**config.mk**
```make
export PLATFORM = sky130hd
export DESIGN_NAME = addr_stp_collect
export DESIGN_NICKNAME = d
export VERILOG_FILES = /design/src/rtl/addr_stp_collect.sv
export SDC_FILE = /design/constraint.sdc
export NUM_CORES = 1
export LEC_CHECK = 0
export CAP_MARGIN = 40
export CORE_MARGIN = 3
export CORE_UTILIZATION = 30
export CTS_BUF_LIST = sky130_fd_sc_hd__clkbuf_8
export CTS_CLUSTER_SIZE = 10
export DETAILED_ROUTE_END_ITERATION = 8
export PLACE_DENSITY = 0.56
export SYNTH_ARGS = -nofsm -noshare
export SYNTH_HDL_FRONTEND = slang
export SYNTH_SLANG_ARGS = --single-unit
```
**constraint.sdc**
```tcl
create_clock -name clk -period 4.1 [get_ports clk]
set_input_delay 0.41 -clock clk [delete_from_list [all_inputs] [get_ports clk]]
set_output_delay 0.41 -clock clk [all_outputs]
set_load 0.05 [all_outputs]
```
**src/rtl/addr_stp_collect.sv**
```systemverilog
// Serial-to-parallel address collector.
// Picks the burst or the external serial address bit with addr_sel and shifts
// it in MSB-first. Each finished word goes into an output register and is
// offered downstream over a valid/ready handshake. A frame that completes
// while the output register is still full is dropped, flagged and counted.
//
// Handshake: the consumer takes addr_out on a rising edge where both
// addr_valid and addr_ready are 1. While addr_valid is 1 and no transfer has
// happened, addr_out holds its value. addr_valid falls only after a transfer
// or a reset. addr_ready has no effect while addr_valid is 0.
module addr_stp_collect #(
    parameter int ADDR_W = 10,
    parameter int CNT_W  = 8
) (
    input  logic              clk,
    input  logic              rst,
    input  logic              addr_sel,
    input  logic              addr_burst_in,
    input  logic              addr_ext_in,
    input  logic              ser_en,
    input  logic              frame_clr,
    output logic [ADDR_W-1:0] addr_out,
    output logic              addr_valid,
    input  logic              addr_ready,
    output logic              busy,
    output logic              overrun,
    output logic [CNT_W-1:0]  word_cnt,
    output logic [CNT_W-1:0]  ovr_cnt,
    output logic [1:0]        dbg_state
);

    // The bit counter only has to reach ADDR_W-1. On the ADDR_W-th bit it
    // wraps straight back to 0.
    localparam int CW = (ADDR_W <= 2) ? 1 : $clog2(ADDR_W);
    localparam logic [CW-1:0] LAST_IDX = CW'(ADDR_W - 1);

    typedef enum logic {
        S_IDLE  = 1'b0,
        S_SHIFT = 1'b1
    } shift_state_t;

    typedef enum logic {
        O_EMPTY = 1'b0,
        O_FULL  = 1'b1
    } out_state_t;

    shift_state_t      r_sstate;
    out_state_t        r_ostate;
    logic [CW-1:0]     r_cnt;
    logic [ADDR_W-1:0] r_sh;
    logic              r_busy;
    logic [ADDR_W-1:0] r_addr;
    logic              r_ovr;
    logic [CNT_W-1:0]  r_word_cnt;
    logic [CNT_W-1:0]  r_ovr_cnt;

    logic              w_bit;
    logic              w_take;
    logic              w_done;
    logic              w_accept;
    logic [ADDR_W-1:0] w_word;

    // Select one of the two serial sources on every cycle, then decode the
    // conditions for this edge.
    always_comb begin
        w_bit    = addr_sel ? addr_burst_in : addr_ext_in;
        // frame_clr wins over ser_en, so a bit that arrives with it is lost.
        w_take   = ser_en & ~frame_clr;
        w_done   = w_take & (r_cnt == LAST_IDX);
        w_accept = (r_ostate == O_FULL) & addr_ready;
        // The finished word includes the bit sampled on this same edge.
        w_word   = {r_sh[ADDR_W-2:0], w_bit};
    end

    // Shift FSM: IDLE when no bits are held, SHIFT while a frame is partly
    // received. busy is registered from the next state.
    always_ff @(posedge clk) begin
        if (rst) begin
            r_sstate <= S_IDLE;
            r_cnt    <= '0;
            r_sh     <= '0;
            r_busy   <= 1'b0;
        end else if (frame_clr) begin
            r_sstate <= S_IDLE;
            r_cnt    <= '0;
            r_busy   <= 1'b0;
        end else if (ser_en) begin
            r_sh <= w_word;
            if (r_cnt == LAST_IDX) begin
                r_sstate <= S_IDLE;
                r_cnt    <= '0;
                r_busy   <= 1'b0;
            end else begin
                r_sstate <= S_SHIFT;
                r_cnt    <= r_cnt + CW'(1);
                r_busy   <= 1'b1;
            end
        end
    end

    // Output-register FSM: EMPTY/FULL, with the delivery counter, the drop
    // counter and the sticky overrun flag.
    always_ff @(posedge clk) begin
        if (rst) begin
            r_ostate   <= O_EMPTY;
            r_addr     <= '0;
            r_ovr      <= 1'b0;
            r_word_cnt <= '0;
            r_ovr_cnt  <= '0;
        end else begin
            if (w_accept) begin
                r_ostate   <= O_EMPTY;
                r_word_cnt <= r_word_cnt + CNT_W'(1);
            end
            if (w_done) begin
                if ((r_ostate == O_EMPTY) || w_accept) begin
                    // A transfer on this edge frees the register in time for
                    // the new word.
                    r_addr   <= w_word;
                    r_ostate <= O_FULL;
                end else begin
                    // The output is full and held: drop the new frame and keep
                    // the word the consumer has not taken yet.
                    r_ovr <= 1'b1;
                    if (r_ovr_cnt != {CNT_W{1'b1}}) begin
                        r_ovr_cnt <= r_ovr_cnt + CNT_W'(1);
                    end
                end
            end
        end
    end

    assign addr_out   = r_addr;
    assign addr_valid = (r_ostate == O_FULL);
    assign busy       = r_busy;
    assign overrun    = r_ovr;
    assign word_cnt   = r_word_cnt;
    assign ovr_cnt    = r_ovr_cnt;
    assign dbg_state  = {r_ostate == O_FULL, r_sstate == S_SHIFT};

endmodule

```
### Yosys cells after proc, flatten, opt, wreduce, memory -nomap -nowiden

Cells that the tools add are included.

* output and inout bits: 31
* input bits: 8
* bits in registers: 42
* logic and storage cells: 31

* reduce and logical (&&, ||, !) cells: 6
* bitwise operators: 6
* add/subtract/negate cells: 3
* muxes and demuxes: 6
* eq/ne operators: 2

Operator list (number)
* 8-bit by 1-bit adder with 8-bit output (second input constant): 2
* 8-bit inequality test (second input constant): 1
* 2-bit AND reduction: 3
* 1-bit two-way mux: 5
* 4-bit by 1-bit adder with 4-bit output (second input constant): 1
* 4-bit == test (second input constant): 1
* 4-bit two-way mux: 1
* 1-bit AND: 3
* 1-bit NOT: 3
* 3-bit AND reduction: 1
* 2-bit OR reduction: 1
* 1-bit logical OR: 1

### Logic depth before layout (Yosys ltp)

* word-level depth: 4
* depth in mapped cells: 6
* depth with buffers taken out: 5

### Worst setup path after synthesis

Ideal clock, no wire load.

* kind: reg-to-reg
* start: register r_ovr_cnt[0], in the netlist ovr_cnt[0]
* end: register r_ovr_cnt[0], in the netlist ovr_cnt[0]
* setup time: 128 ps
* setup slack: 2336 ps
* arrival: 1636 ps
* data required time: 3972 ps
* period minus slack after synthesis: 1764 ps
* cell stages (with the launch flop): 6
* buffers on the path: 0
* path through: dfxtp_1 > ha_1 > nand4_1 > o211ai_4 > xor2_1 > nor2_1

* longest elaborated chain between the ends: 2
* elaborated cells between the ends (all ways): 3
* those cells by class: add/sub: 1; eq/ne: 1; reduce/logical: 1

RTL lines
* from (decl): line 55 `logic [CNT_W-1:0] r_ovr_cnt;`
* from (signal assigned): line 126 `r_ovr_cnt <= r_ovr_cnt + CNT_W'(1);`
* branches (longest 2 deep; another with 8-bit by 1-bit adder with 8-bit output)

Several ways; the timed one is not identified.
A chain may end at the register's enable or synchronous reset.

### Final worst setup path

* start: register r_ovr_cnt[2], in the netlist ovr_cnt[2]
* end: output ovr_cnt[2]

RTL lines
* to (decl): line 28 `output logic [CNT_W-1:0] ovr_cnt,`

No word-level cell between the ends.

==> summary.md <==
| Metric | Value |
|---|---|
| DR vias/cell | 4.79 |
| H-tree depth | 2 |
| Slowest CP cell | clkdlybuf4s50_1 |
| Sw Pwr | 0.161 mW |
| Cts bufs inserted | 5 |
| Cells along the critical path | clkdlybuf4s50_1 |
| Highest Clock Rate | 500 MHz |
| Sequential power share | 0.576 |
| Final Setup Violations | 0 |
| First-pass GRT wire length | 6690 microns |
| Crit end category | output port |
| Worst Tran Pin Value | 0.654 ns |
| P&R area growth vs syn | 27.7% |
| Distinct cells, synth | 41 |
| WS Path Type | flop to output port |
| EDFF count, synth | 0 |
| Worst path bufs/invs | 1 |
| DIE AREA | 0.00702 sq mm |
| DRT Pass-1 Iters | 4 |
| Hold Violations, Final | 0 |
| DRC violations left | 0 |
| Area contributors post-synth | dfxtp_1 (46%), mux2i_1 (6.1%), nor2_1 (5.0%) |
| Number of global-route vias before repair | 1408 |
| Crit path arrival time | 1.59 ns |
| Max Slew Vio Count | 0 |
| Via count | 1447 |
| Cell taking the most area after synthesis | dfxtp_1 |
| Peak supply drop | 0.000107 V |
| Power Density | 309 mW/mm^2 |
| Hold_buf cts | 0 |
| PostCTS Resize Cnt | 0 |
| Static leakage | 0.770 nW |
| DR WL/cell | 12.5 microns |
| Yosys reg bits | 42 |
| Status | completed |
| Die height | 83.8 microns |
| Part of the power in the clock network | 0.381 |
| Syn nets | 206 |
| Startpoint Class | flop |
| Post-synthesis cell count | 196 |
| Worst skew pair latency | 0.29 ns |
| Combinational power share | 0.043 |
| Nets | 239 |
| Average size of a mapped cell | 9.26 sq um |
| Largest net degree at the start of global routing | 43 |
| Row Count | 27 |
| FFs w/ async S/R, synth | 0 |
| GPL Wtd Cong | 0.736 |
| Min Tclk post-route | 2.00 ns |
| Worst Hold Class | flop to flop |
| Worst path top cell family by delay | buffers and inverters |
| Grt ovf | 0 |
| Slowest stage delay, CP | 0.85 ns |
| Top-Level Pins | 39 |
| Top FF cell, synth | dfxtp_1 |
| Cell-internal power | 0.555 mW |
| RSZ-0062 raised after global routing | no |
| Synthesized area | 0.00181 sq mm |
| Critical Path RT | 3.69 ns |
| CTS root buffer | clkbuf_8 |
| Worst-path clk slew | 0.08 ns |
| CTS Sinks | 42 |
| Switching part of the total | 0.225 |
| Flop2flop setup slack | 2.48 ns |
| GRT Util Overall | 0.115 |
| Worst-case clock buffer depth | 2 |
| Post-DP HPWL | 2550 microns |
| Final core occ | 0.408 |
| CTS tree | yes |
| Max cap viols | 0 |
| Yosys Warn Count | 0 |
| Slew margin rel. | 0.563 |
| Setup Skew | 0.00411 ns |
| Core Footprint | 0.00568 sq mm |
| Area share of the largest cell type after synthesis | 0.463 |
| Share of cells above drive strength 1 | 0.0783 |
| Die width | 83.8 microns |
| Initial antenna violation count | 0 |
| Sequential share of the synthesized area | 0.463 |
| N_diodes | 0 |
| IO Port Bufs | 38 |
| Largest fanout on the critical path | 8 |
| Remaining antenna violation count | 0 |
| Initial drt markers | 61 |
| Post-CTS Setup Bufs | 0 |
| Period utilisation layout | 0.488 |
| WL final | 3770 microns |
| Setup_tns | 0 ns |
| Initial Util | 0.320 |
final timing paths:
check	from	endpoint	cells after the start
setup / recovery	ovr_cnt[2]	ovr_cnt[2]	1
hold / removal	r_sh[8]	r_sh[8]	2
setup reg to reg	r_cnt[1]	ovr_cnt[5]	4
hold reg to reg	r_sh[8]	r_sh[8]	2
routing by layer:
metal	part of all wire	wire (microns)	global-route usage	up-vias
met5	0	0	0	-
met4	0.012	45	0.0351	0
met3	0.048	179	0.0434	6
met2	0.43	1640	0.178	29
met1	0.51	1910	0.149	666
li1	-	-	-	746
logic make-up (layout without fill, tap and decap cells):
family	after synthesis	in the layout	share of synthesized area
AOI/OAI and AO/OA	26	26	0.0897
xor gates and xnor gates	10	10	0.0483
adders and majority gates	2	2	0.0138
buffers and inverters	15	49	0.0434
DFF	42	42	0.463
muxes	11	11	0.0607
and+or+nand+nor	90	90	0.281
cell usage after synthesis (2+ instances only):
cell      count
dfxtp_1      42
nor2_1       24
nand2_1      23
a21oi_1      16
mux2i_1      11
clkbuf_1      8
nor3_1        8
xor2_1        8
nand3_1       5
nand4_1       5
o21ai_0       4
and3_1        3
and4_1        3
buf_4         3
a211oi_1      2
ha_1          2
nand2b_1      2
nor2b_1       2
or3_1         2
xnor2_1       2
registers in the layout (all words and copies together) (netlist names):
name        count
addr_out       10
word_cnt        8
busy            1
addr_valid      1
r_cnt           4
overrun         1
ovr_cnt         8
r_sh            9
layout by cell type (no fill, tap or decap), types with 2 or more instances in the layout:
cell / n
a211oi_1: 2
a21oi_1: 16
and3_1: 3
and4_1: 3
buf_4: 2
clkbuf_8: 6
clkdlybuf4s50_1: 38
dfxtp_1: 42
ha_1: 2
inv_1: 2
mux2i_1: 11
nand2_1: 23
nand2b_1: 2
nand3_1: 5
nand4_1: 5
nor2_1: 24
nor2b_1: 2
nor3_1: 8
o21ai_0: 4
or3_1: 2
xnor2_1: 2
xor2_1: 8
power by group through the flow:
stage	Combinational, mW	Sequential (mW)	Clock [mW]
after floorplan	0.0195	0.423	0
after global placement	0.0314	0.422	0
after detailed placement	0.0313	0.422	0
after CTS	0.0314	0.413	0.284
after global routing	0.0336	0.413	0.301
final	0.0306	0.412	0.273
per-stage QoR:
stage	power [mW]	setup slack [ns]	cell area, sq um	instances	hold WS, ns
global placement	0.453	1.89	2220	294	0.447
CTS	0.727	2.09	2320	302	0.471
finish	0.716	2.10	2320	302	0.465
global route	0.748	2.02	2320	302	0.495
floorplan	0.442	2.34	1810	196	0.436
detailed placement	0.453	1.84	2220	294	0.460
area by class of cell:
cell class	count	area, sq um
multi-input cells	139	895
clock buffers	6	82.6
inverters	1	3.75
fillers	587	3360
well taps	72	90.1
clock inverters	2	8.76
repair buffers	40	395
flip-flops and latches	42	841
Power figures use the tool's default switching activity.
